===== src/rtl/hilo_div_ctrl.sv =====
// HI/LO divide sequencer: restoring divider, one quotient bit per cycle.
// Ports: start_i/signed_i/opdata*_i request, annul_i cancel,
//        busy_o stall, hilo_we_o + hi_o/lo_o/div0_o write-back.
module hilo_div_ctrl #(
  parameter int DATA_W = 32
) (
  input  logic              clk,
  input  logic              rst,
  input  logic              start_i,
  input  logic              signed_i,
  input  logic [DATA_W-1:0] opdata1_i,
  input  logic [DATA_W-1:0] opdata2_i,
  input  logic              annul_i,
  output logic              busy_o,
  output logic              hilo_we_o,
  output logic [DATA_W-1:0] hi_o,
  output logic [DATA_W-1:0] lo_o,
  output logic              div0_o
);

  localparam int CW = $clog2(DATA_W) + 1;

  typedef enum logic [1:0] {
    S_IDLE,
    S_DIVZERO,
    S_ON,
    S_END
  } state_e;

  state_e state_q, state_d;

  logic [CW-1:0]     cnt_q, cnt_d;
  logic [DATA_W-1:0] rem_q, rem_d;
  logic [DATA_W-1:0] quot_q, quot_d;
  logic [DATA_W-1:0] dvsr_q, dvsr_d;
  logic              rneg_q, rneg_d;
  logic              qneg_q, qneg_d;
  logic              sgn_q, sgn_d;
  logic [DATA_W-1:0] hi_q, hi_d;
  logic [DATA_W-1:0] lo_q, lo_d;
  logic              div0_q, div0_d;

  logic [DATA_W:0]   rem_sh;
  logic              ge;
  logic [DATA_W-1:0] rem_n;
  logic [DATA_W-1:0] quot_n;
  logic [DATA_W-1:0] q_fix;
  logic [DATA_W-1:0] r_fix;
  logic [DATA_W-1:0] a_abs;
  logic [DATA_W-1:0] b_abs;

  always_ff @(posedge clk or posedge rst) begin
    if (rst) begin
      state_q <= S_IDLE;
      cnt_q   <= '0;
      rem_q   <= '0;
      quot_q  <= '0;
      dvsr_q  <= '0;
      rneg_q  <= 1'b0;
      qneg_q  <= 1'b0;
      sgn_q   <= 1'b0;
      hi_q    <= '0;
      lo_q    <= '0;
      div0_q  <= 1'b0;
    end else begin
      state_q <= state_d;
      cnt_q   <= cnt_d;
      rem_q   <= rem_d;
      quot_q  <= quot_d;
      dvsr_q  <= dvsr_d;
      rneg_q  <= rneg_d;
      qneg_q  <= qneg_d;
      sgn_q   <= sgn_d;
      hi_q    <= hi_d;
      lo_q    <= lo_d;
      div0_q  <= div0_d;
    end
  end

  always_comb begin
    state_d = state_q;
    cnt_d   = cnt_q;
    rem_d   = rem_q;
    quot_d  = quot_q;
    dvsr_d  = dvsr_q;
    rneg_d  = rneg_q;
    qneg_d  = qneg_q;
    sgn_d   = sgn_q;
    hi_d    = hi_q;
    lo_d    = lo_q;
    div0_d  = div0_q;

    // {rem,quot} shifted left; rem stays below divisor,
    // so the low DATA_W bits of the difference are exact.
    rem_sh = {rem_q, quot_q[DATA_W-1]};
    ge     = rem_sh >= {1'b0, dvsr_q};
    rem_n  = ge ? (rem_sh[DATA_W-1:0] - dvsr_q)
                : rem_sh[DATA_W-1:0];
    quot_n = {quot_q[DATA_W-2:0], ge};

    q_fix = (sgn_q & qneg_q) ? -quot_n : quot_n;
    r_fix = (sgn_q & rneg_q) ? -rem_n : rem_n;

    // Negating the most-negative value yields its unsigned magnitude.
    a_abs = (signed_i & opdata1_i[DATA_W-1]) ? -opdata1_i : opdata1_i;
    b_abs = (signed_i & opdata2_i[DATA_W-1]) ? -opdata2_i : opdata2_i;

    unique case (state_q)
      S_IDLE: begin
        if (start_i && !annul_i) begin
          state_d = (opdata2_i == '0) ? S_DIVZERO : S_ON;
          cnt_d   = '0;
          rem_d   = '0;
          quot_d  = a_abs;
          dvsr_d  = b_abs;
          rneg_d  = opdata1_i[DATA_W-1];
          qneg_d  = opdata1_i[DATA_W-1] ^ opdata2_i[DATA_W-1];
          sgn_d   = signed_i;
        end
      end
      S_DIVZERO: begin
        if (annul_i) begin
          state_d = S_IDLE;
        end else begin
          state_d = S_END;
          hi_d    = '0;
          lo_d    = '0;
          div0_d  = 1'b1;
        end
      end
      S_ON: begin
        if (annul_i) begin
          state_d = S_IDLE;
        end else begin
          rem_d  = rem_n;
          quot_d = quot_n;
          cnt_d  = cnt_q + CW'(1);
          if (cnt_q == CW'(DATA_W - 1)) begin
            state_d = S_END;
            hi_d    = r_fix;
            lo_d    = q_fix;
            div0_d  = 1'b0;
          end
        end
      end
      S_END: begin
        state_d = S_IDLE;
      end
      default: begin
        state_d = S_IDLE;
      end
    endcase
  end

  assign busy_o    = (state_q == S_ON) || (state_q == S_DIVZERO);
  assign hilo_we_o = (state_q == S_END) && !annul_i;
  assign hi_o      = hi_q;
  assign lo_o      = lo_q;
  assign div0_o    = div0_q;

endmodule


===== config.mk =====
export PLATFORM = sky130hd
export DESIGN_NAME = hilo_div_ctrl
export DESIGN_NICKNAME = d
export VERILOG_FILES = /design/src/rtl/hilo_div_ctrl.sv
export SDC_FILE = /design/constraint.sdc
export NUM_CORES = 1
export LEC_CHECK = 0
export ABC_AREA = 1
export BUFFER_PORTS_ARGS = -buffer_cell sky130_fd_sc_hd__buf_2
export CAP_MARGIN = 20
export CORE_ASPECT_RATIO = 1.4
export CORE_MARGIN = 2
export CORE_UTILIZATION = 44
export CTS_BUF_LIST = sky130_fd_sc_hd__clkbuf_8
export CTS_CLUSTER_DIAMETER = 200
export CTS_CLUSTER_SIZE = 20
export DETAILED_ROUTE_END_ITERATION = 12
export HOLD_SLACK_MARGIN = 0.06
export REMOVE_ABC_BUFFERS = 1
export SYNTH_ARGS = -nofsm -noshare
export SYNTH_HDL_FRONTEND = slang
export SYNTH_SLANG_ARGS = --single-unit

===== constraint.sdc =====
create_clock -name clk -period 5.65 [get_ports clk]
set_input_delay 0.565 -clock clk [delete_from_list [all_inputs] [get_ports clk]]
set_output_delay 0.565 -clock clk [all_outputs]
set_load 0.03 [all_outputs]

==> run_results.csv, run 1 <==
group,metric,value,unit
sta,slew_viol_final,0,
placed_design,gp_congestion,1.03,
min_path,min_path_type,"in -> async",
sta,fin_skew,0.0206,ns
final_layout,antennaDiodeCount,0,
outcome,run_status,"finished, final reports clean",
floorplanning,pin_count,136,
cts,cts.path.max_buffers,2,
global_route,antenna_found_initial,0,
sta,final-hold-violation-count,0,
floorplanning,die_y,206,µm
synth,synth_top_area_cell,"dfrtp_1",
sta,post-route-min-period,4.82,ns
cts,cts_tree,"built",
placed_design,port_buffers,135,
global_route,grt_max_degree,79,
synth,dominantRegCellSynth,"dfrtp_1",
sta,slew_headroom,42.2,%
cts,cts_root_buffer,"clkbuf_8",
floorplanning,rows,73,
power_and_ir_drop,irDropWorstVdd,417,µV
final_layout,drive_gt1_share,12.2,%
cts,cts_hold_buf,0,
synth,syn_area,0.0128,mm²
detailed_routing,wl_per_cell,17.7,µm
final_layout,layout_commonest_cell,"nand2_1",
floorplanning,initial_core_util,45.0,%
power_and_ir_drop,power_density,454,mW/mm²
cts,numCtsBuffers,17,
detailed_routing,antenna_left,0,
floorplanning,die_x,148,µm
cts,insertion_delay,0.49,ns
sta,fmax,207,MHz
setup_path,crit_type,"reg -> reg",
synth,async_reset_ff_share,100,%
sta,tightest_slew,0.861,ns
sta,fin_setup_tns,0,ns
sta,finalSetupViolCount,0,
detailed_routing,vias,12900,
final_layout,nets,2172,
power_and_ir_drop,p_total,0.00646,W
synth,syn_avg_cell_area,6.57,µm²
detailed_routing,drt_first_iter_violations,634,
setup_path,cp.arrival,5.24,ns
cts,htreeDepth,4,
final_layout,mostFrequentLayoutCells,"623 x nand2_1, 243 x inv_1, 174 x nor2_1",
floorplanning,core-area,0.0285,mm²
detailed_routing,routed_wl,43.4,mm
global_route,grt_pass1_wl,68.3,mm
power_and_ir_drop,p_leak,7.72,nW
final_layout,area_delta_synth_final,11.2,%
synth,yosysUniqueCellTypes,54,
global_route,grt-ovfl-total,0,
synth,ys_seq_elements,172,
detailed_routing,vias_per_cell,5.28,
cts,cts-resized-gates,0,
synth,synthCells,1949,
job,drv_cap,0,
synth,synth_top_area_share,33.6,%
global_route,grt_pass1_vias,12600,
setup_path,worstPathMaxFanout,37,
detailed_routing,drc,0,
floorplanning,die_area,0.0305,mm²
placed_design,hpwl,34.0,mm
setup_path,cp-end-kind,"flop",
global_route,grt.total_usage,29.2,%
synth,synth-edff-count,0,
cts,cts_sinks,172,
synth,seq_area_frac_synth,33.6,%
cts,post_cts_buffers,0,
setup_path,cp-start-kind,"flop",
synth,yosys_warnings,0,
cts,cts.clk_slew.worst_paths,0.10,ns
setup_path,required,6.07,ns
detailed_routing,firstDrtPassIters,5,
synth,synth.area.top_cells,"dfrtp_1 34%, nand2_1 18%, inv_1 7.1%, o21ai_0 5.7%, nand3_1 5.5%",
sta,finalCritPeriodShare,85.4,%
final_layout,nFillCells,3015,
sta,rsz0062_at_grt,"no",
[stage by stage]
step | hold WS [ns] | setup WS [ns] | instances | cell area, µm² | util, %
floorplan | 0.442 | 0.425 | 1893 | 12600 | -
global placement | 0.454 | 1.00 | 2414 | 13800 | 48.5
detailed placement | 0.459 | 0.943 | 2415 | 13800 | 48.5
CTS | 0.216 | 0.806 | 2447 | 14200 | 49.9
global route | 0.249 | 0.410 | 2448 | 14300 | 50.0
finish | 0.199 | 0.827 | 2448 | 14300 | 50.0
[layout make-up]
cell class | instances | area, µm² | area share, %
inverter | 258 | 976 | 6.85
clock inverter | 13 | 141 | 0.992
sequential | 172 | 4300 | 30.2
clock buffer | 19 | 262 | 1.83
tap | 375 | 469 | 3.29
multi-input combinational | 1463 | 7310 | 51.3
timing repair buffer | 148 | 786 | 5.51
[cell usage after synthesis (all sizes together) (4+ instances only)]
cell,n
a21oi,76
a22oi,18
a32o,4
and2,6
buf,10
clkbuf,46
clkinv,6
dfrtp,172
ha,42
inv,252
nand2,648
nand3,146
nand3b,9
nand4,22
nor2,194
nor3,24
nor4,4
o21ai,167
o221ai,13
o31ai,6
or2,4
xnor2,12
xor2,50
[worst paths after layout]
path	from	end	slack [ns]	cells after the start
setup / recovery	rem_q[20]$_DFFE_PP0P_	lo_o[30]$_DFFE_PP0P_	0.83	24
min in group clk	opdata1_i[12]	quot_q[12]$_DFFE_PP0P_	0.38	4
setup reg to reg	rem_q[20]$_DFFE_PP0P_	lo_o[30]$_DFFE_PP0P_	0.83	24
hold / removal	rst	hi_o[8]$_DFFE_PP0P_	0.20	2
max in group asynchronous	rst	dvsr_q[19]$_DFFE_PP0P_	4.28	3
hold reg to reg	hi_o[29]$_DFFE_PP0P_	hi_o[29]$_DFFE_PP0P_	0.48	2
[state kept, by name (all words and copies together) (netlist names)]
| signal | flops |
|---|---|
| rem_q | 32 |
| state_q | 2 |
| lo_o | 32 |
| cnt_q | 6 |
| rneg_q | 1 |
| sgn_q | 1 |
| hi_o | 32 |
| qneg_q | 1 |
| quot_q | 32 |
| div0_o | 1 |
| dvsr_q | 32 |
[report_power, final]
| part | internal (W) | total (W) | switching (W) |
|---|---|---|---|
| logic | 0.00103 | 0.00357 | 0.00254 |
| clock network | 0.000420 | 0.000921 | 0.000500 |
| registers | 0.00166 | 0.00197 | 0.000307 |
| total | 0.00312 | 0.00646 | 0.00335 |
[cells by family (layout without fill, tap and decap cells)]
family,count (synthesis),in the layout,synth area share (%)
flops,172,172,33.6
simple gates,1059,1059,35.3
compound gates,299,299,13.2
buf+inv,314,438,9.46
xor+xnor,62,62,4.24
fa+ha+maj,43,43,4.26
[worst max-delay path: stages (launching register included)]
cell     delay (ns)
dfrtp_1        0.43
ha_1           0.40
nand2_1        0.16
inv_2          0.07
nand2_2        0.12
inv_2          0.05
a21oi_2        0.20
nor2_2         0.09
nor2_8         0.43
nand2_8        0.28
inv_4          0.26
ha_1           0.22
nand2_1        0.12
nor3_2         0.26
nand2_1        0.13
nor2_1         0.15
nand2_1        0.11
nor2_1         0.15
nand2_1        0.11
nor2_1         0.21
nand4_1        0.19
o21ai_1        0.20
o21ai_0        0.11
a21oi_1        0.17
a21o_1         0.11
[per-layer routing]
metal / up-vias / track usage [%] / routed length [µm] / part of all wire, %
li1: 6485 / - / - / -
met1: 5997 / 32.2 / 16600 / 38
met2: 325 / 53.2 / 22400 / 52
met3: 107 / 3.05 / 1330 / 3.1
met4: 0 / 18.9 / 3090 / 7.1
met5: - / 0 / 0 / 0
Power figures use the tool's default switching activity.
==> run 2, diff against run 1 <==
--- a/config.mk
+++ b/config.mk
@@ -5,7 +5,6 @@
 export SDC_FILE = /design/constraint.sdc
 export NUM_CORES = 1
 export LEC_CHECK = 0
-export ABC_AREA = 1
 export BUFFER_PORTS_ARGS = -buffer_cell sky130_fd_sc_hd__buf_2
 export CAP_MARGIN = 20
 export CORE_ASPECT_RATIO = 1.4
==> run 2 against run 1 <==
Against the previous run: wire length down 7.6%; sequential share of layout area up 1.6 points; maximum frequency decreased by 8.1%; register-to-register slack worse by 0.42 ns; setup slack got worse by 0.42 ns; non-clock buffer count is 1 higher; critical path type unchanged; critical endpoint is now hi_o[30]$_DFFE_PP0P_.
==> run_results.csv, run 2 <==
group,metric,value,unit
outcome,run_status,"finished, final reports clean",
synth,synthCells,1514,
placed_design,port_buffers,135,
min_path,min_path_type,"in -> async",
floorplanning,initial_core_util,44.6,%
synth,syn_area,0.0123,mm²
sta,fin_setup_tns,0,ns
setup_path,cp-end-kind,"flop",
sta,fin_skew,0.0150,ns
cts,numCtsBuffers,17,
cts,cts_hold_buf,0,
synth,dominantRegCellSynth,"dfrtp_1",
setup_path,worstPathMaxFanout,8,
synth,yosys_warnings,0,
final_layout,mostFrequentLayoutCells,"220 x nand2_1, 177 x o21ai_0, 172 x dfrtp_1",
sta,finalSetupViolCount,0,
setup_path,crit_type,"reg -> reg",
placed_design,hpwl,30.2,mm
global_route,grt_max_degree,89,
cts,cts.clk_slew.worst_paths,0.10,ns
cts,post_cts_buffers,0,
synth,yosys-top-cells-count,"221 x nand2_1, 178 x o21ai_0, 172 x dfrtp_1",
cts,cts_sinks,172,
final_layout,register_area,0.00430,mm²
floorplanning,rows,72,
detailed_routing,maxUsedRoutingLayer,"met5",
synth,synth_top_area_cell,"dfrtp_1",
final_layout,layout_commonest_cell,"nand2_1",
final_layout,drive_gt1_share,13.7,%
cts,insertion_delay,0.51,ns
synth,syn_avg_cell_area,8.10,µm²
sta,rsz0062_at_grt,"no",
synth,async_reset_ff_share,100,%
sta,finalCritPeriodShare,92.9,%
global_route,antenna_found_initial,6,
global_route,grt.total_usage,27.6,%
synth,ys_seq_elements,172,
detailed_routing,drt_first_iter_violations,730,
detailed_routing,wl_met1,15.8,mm
final_layout,multiInputGateArea,0.00741,mm²
final_layout,nets,1712,
sta,slew_headroom,24.8,%
detailed_routing,dr_wl_met2,20.2,mm
synth,synth.area.top_cells,"dfrtp_1 35%, o21ai_0 7.3%, nand2_1 6.8%, a21oi_1 4.9%, xnor2_1 4.8%",
synth,synth_top_area_share,35.1,%
detailed_routing,drc,0,
detailed_routing,antenna_left,0,
synth,yosysUniqueCellTypes,83,
floorplanning,die_area,0.0292,mm²
detailed_routing,wl_per_cell,20.2,µm
detailed_routing,vias_per_cell,5.89,
setup_path,r2r_slack,0.40,ns
floorplanning,die_y,201,µm
sta,final-hold-violation-count,0,
detailed_routing,routed_wl,40.1,mm
sta,tightest_slew,1.13,ns
detailed_routing,wl_met3,2.33,mm
setup_path,r2r_end,"hi_o[30]$_DFFE_PP0P_",
final_layout,fin_util,49.3,%
setup_path,rr_startpoint,"rem_q[5]$_DFFE_PP0P_",
floorplanning,pin_count,136,
cts,cts.path.max_buffers,2,
placed_design,gp_congestion,0.957,
setup_path,cp-start-kind,"flop",
final_layout,nFillCells,2740,
sta,slew_viol_final,0,
floorplanning,core-area,0.0275,mm²
setup_path,ff2ff_path_depth,15,
global_route,grt-ovfl-total,0,
setup_path,required,6.05,ns
synth,synth-edff-count,0,
job,drv_cap,0,
final_layout,area_delta_synth_final,10.6,%
setup_path,cp.arrival,5.64,ns
cts,cts_root_buffer,"clkbuf_8",
detailed_routing,firstDrtPassIters,6,
cts,cts_tree,"built",
global_route,grt_pass1_wl,63.4,mm
detailed_routing,vias,11700,
sta,post-route-min-period,5.25,ns
synth,yosysMostFrequentCell,"nand2_1",
synth,seq_area_frac_synth,35.1,%
cts,cts-resized-gates,0,
sta,fmax,191,MHz
floorplanning,die_x,145,µm
global_route,grt_pass1_vias,11500,
cts,htreeDepth,4,
==> run 2: changes by cell type after synthesis, moves of 45 or more <==
cell,before,now
nand2_1,625,221
inv_1,243,53
nand3_1,141,29
xnor2_1,12,67
nor2_1,174,123
a21oi_1,75,120
==> run 2: layer usage <==
metal,vias to the layer above,global-route usage [%]
li1,5583,-
met1,5570,33.1
met2,427,48.1
met3,91,4.54
met4,6,13.7
met5,-,0
==> run 2: worst max-delay path, stage by stage (launching register included) <==
cell and delay [ns]:
dfrtp_1 0.47, ha_1 0.43, a21oi_2 0.30, o21ai_1 0.22
a32oi_1 0.29, o221a_1 0.63, nand2_8 0.12, mux2i_1 0.30
ha_1 0.32, nand4_1 0.18, nor4b_2 0.43, nand3_1 0.16
a21oi_1 0.41, a31oi_1 0.22, or3_1 0.38, a32o_1 0.27
==> run 2: area by class of cell <==
class,count,share of cell area [%]
multi-input combinational,1206,54.7
sequential,172,31.8
timing repair buffer,149,5.85
tap,370,3.42
clock buffer,18,1.83
inverter,54,1.53
clock inverter,12,0.886
antenna,3,0.0554
==> run 2: worst max-delay path by stage <==
stage,from,endpoint,cells past startpoint
4_1_cts,rem_q[5]$_DFFE_PP0P_,hi_o[30]$_DFFE_PP0P_,15
3_3_place_gp,rem_q[5]$_DFFE_PP0P_,hi_o[30]$_DFFE_PP0P_,15
3_5_place_dp,rem_q[5]$_DFFE_PP0P_,hi_o[30]$_DFFE_PP0P_,15
6_report,rem_q[5]$_DFFE_PP0P_,hi_o[30]$_DFFE_PP0P_,15
2_1_floorplan,rst,cnt_q[0]$_DFFE_PP0P_,1
5_1_grt,rem_q[21]$_DFFE_PP0P_,hi_o[30]$_DFFE_PP0P_,15
==> run 2: kinds of logic (layout without fill, tap and decap cells) <==
| family | Yosys count | in the layout | share of synthesized area, % |
|---|---|---|---|
| buf+inv | 136 | 233 | 4.57 |
| xor+xnor | 134 | 134 | 9.58 |
| flops | 172 | 172 | 35.1 |
| other cells | 0 | 3 | 0 |
| simple gates | 530 | 530 | 20.1 |
| mux | 19 | 19 | 1.59 |
| fa+ha+maj | 43 | 43 | 4.45 |
| compound gates | 480 | 480 | 24.6 |
==> run 2: metrics by stage <==
step | cells | hold WS (ns) | cell area [µm²] | worst slack [ns]
floorplan | 1432 | 0.450 | 11900 | 0.425
global placement | 1951 | 0.457 | 13200 | 0.661
detailed placement | 1951 | 0.465 | 13200 | 0.492
CTS | 1981 | 0.214 | 13500 | 0.437
global route | 1983 | 0.252 | 13500 | 0.152
finish | 1984 | 0.179 | 13600 | 0.403
Power of run 2 is not shown: default switching activity piles up to over one toggle a cycle in this logic, so the estimate is an artifact.
==> run 3, diff against run 2 <==
--- a/config.mk
+++ b/config.mk
@@ -15,7 +15,6 @@
 export CTS_CLUSTER_SIZE = 20
 export DETAILED_ROUTE_END_ITERATION = 12
 export HOLD_SLACK_MARGIN = 0.06
-export REMOVE_ABC_BUFFERS = 1
 export SYNTH_ARGS = -nofsm -noshare
 export SYNTH_HDL_FRONTEND = slang
 export SYNTH_SLANG_ARGS = --single-unit
==> run 3 against run 2 <==
Against the previous run: count of clock-buffer cells in the layout rose by 1; cell count down 0.20%; critical endpoint unchanged; worst hold slack gained 0.091 ns; design area is essentially flat; non-clock buffer count is 3 lower; clock skew is 0.0086 ns higher; flip-flop and latch count did not move; register-to-register slack better by 0.24 ns; utilization barely moved; maximum frequency increased by 4.9%; via count shrank 1.2%.
==> run_results.csv, run 3 (synthesis gave the netlist of run 2 again) <==
group,metric,value,unit
cts,cts.path.max_buffers,2,
cts,cts_root_buffer,"clkbuf_8",
placed_design,port_buffers,135,
final_layout,area_delta_synth_final,10.6,%
detailed_routing,wl_per_cell,20.0,µm
detailed_routing,drc,0,
final_layout,layout_commonest_cell,"nand2_1",
global_route,grtUsageMet1,27.6,%
detailed_routing,drt_first_iter_violations,578,
cts,cts_hold_buf,0,
global_route,grt-ovfl-total,0,
detailed_routing,antenna_left,0,
min_path,min_path_type,"in -> async",
setup_path,crit_top_cell,"ha_1",
cts,cts-resized-gates,0,
sta,finalSetupViolCount,0,
detailed_routing,vias,11500,
floorplanning,die_y,201,µm
setup_path,max_stage_delay,0.50,ns
floorplanning,core-area,0.0275,mm²
sta,tightest_slew,1.00,ns
sta,slew_headroom,32.9,%
sta,rsz0062_at_grt,"no",
sta,fin_skew,0.0236,ns
cts,htreeDepth,4,
setup_path,worstPathMaxFanout,9,
cts,post_cts_buffers,0,
sta,slew_viol_final,0,
cts,cts_sinks,172,
setup_path,crit_chain,"ha_1, nand2_1, o21ai_1, a32oi_1, o221a_1, nand2_8, mux2i_1, ha_1, nand4_1, nor4b_2, nand3_1, a21oi_1, buf_4, a31oi_1, or3_1, a32o_1",
floorplanning,rows,72,
placed_design,hpwl,30.1,mm
cts,numCtsBuffers,17,
sta,fin_setup_tns,0,ns
floorplanning,die_area,0.0292,mm²
sta,fmax,200,MHz
final_layout,nFillCells,2759,
setup_path,slowest_stage,"dfrtp_1",
global_route,grt_use_met3,3.24,%
detailed_routing,vias_per_cell,5.83,
global_route,grt-busiest-layer,"met2",
sta,final-hold-violation-count,0,
final_layout,antennaDiodeCount,0,
setup_path,crit_type,"reg -> reg",
global_route,antenna_found_initial,0,
sta,finalCritPeriodShare,88.5,%
setup_path,cp-end-kind,"flop",
detailed_routing,firstDrtPassIters,5,
global_route,grt_pass1_wl,62.4,mm
setup_path,cp.arrival,5.38,ns
final_layout,drive_gt1_share,13.7,%
synth,syn_nets,1626,
global_route,use_met2,53.1,%
floorplanning,die_x,145,µm
cts,cts.clk_slew.worst_paths,0.11,ns
global_route,grt_max_degree,173,
placed_design,gp_congestion,0.932,
sta,post-route-min-period,5.00,ns
detailed_routing,routed_wl,39.7,mm
setup_path,required,6.03,ns
job,drv_cap,0,
global_route,grt_pass1_vias,11500,
cts,cts_tree,"built",
floorplanning,pin_count,136,
cts,insertion_delay,0.49,ns
final_layout,nets,1709,
setup_path,cp-start-kind,"flop",
outcome,run_status,"finished, final reports clean",
global_route,grt.total_usage,27.2,%
floorplanning,initial_core_util,44.6,%
final_layout,mostFrequentLayoutCells,"220 x nand2_1, 177 x o21ai_0, 172 x dfrtp_1",
run 3: routing by layer:
layer | up-vias | wire length, µm
met2 | 279 | 21900
met3 | 104 | 1150
met1 | 5576 | 14100
met5 | - | 0
li1 | 5580 | -
met4 | 0 | 2470
run 3: worst max-delay path, delay by kind of cell (launching register included):
kind / cells / cell delay, ns
AO/OA/AOI/OAI: 6 / 1.63
adder cells (fa/ha/maj): 2 / 0.78
buffers and inverters: 1 / 0.17
flip-flops: 1 / 0.50
multiplexers: 1 / 0.36
AND/OR/NAND/NOR: 6 / 1.47
run 3: cell type report:
cell class	instances	area [µm²]	share of cell area, %
Clock inverter	13	136	1.01
Sequential cell	172	4300	31.8
Timing Repair Buffer	146	771	5.69
Inverter	54	208	1.53
Multi-Input combinational cell	1206	7410	54.7
Clock buffer	19	262	1.93
Tap cell	370	463	3.42
run 3: final timing paths:
path / startpoint / end / slack (ns) / cells after the start
setup / recovery: rem_q[7]$_DFFE_PP0P_ / hi_o[30]$_DFFE_PP0P_ / 0.65 / 16
hold / removal: rst / lo_o[27]$_DFFE_PP0P_ / 0.27 / 3
hold reg to reg: hi_o[22]$_DFFE_PP0P_ / hi_o[22]$_DFFE_PP0P_ / 0.48 / 2
max in group asynchronous: rst / hi_o[14]$_DFFE_PP0P_ / 4.59 / 3
min in group clk: opdata2_i[11] / dvsr_q[11]$_DFFE_PP0P_ / 0.39 / 3
setup reg to reg: rem_q[7]$_DFFE_PP0P_ / hi_o[30]$_DFFE_PP0P_ / 0.65 / 16
run 3: per-stage QoR:
step	instances	setup slack [ns]	hold WS, ns	util (%)	instance area, µm²
floorplan	1514	0.425	0.450	-	12300
finish	1980	0.647	0.270	49.3	13600
global placement	1948	0.877	0.458	47.9	13200
detailed placement	1948	0.775	0.466	47.9	13200
CTS	1980	0.751	0.362	49.3	13600
global route	1980	0.338	0.379	49.3	13600
Power of run 3 is left out for the same reason.
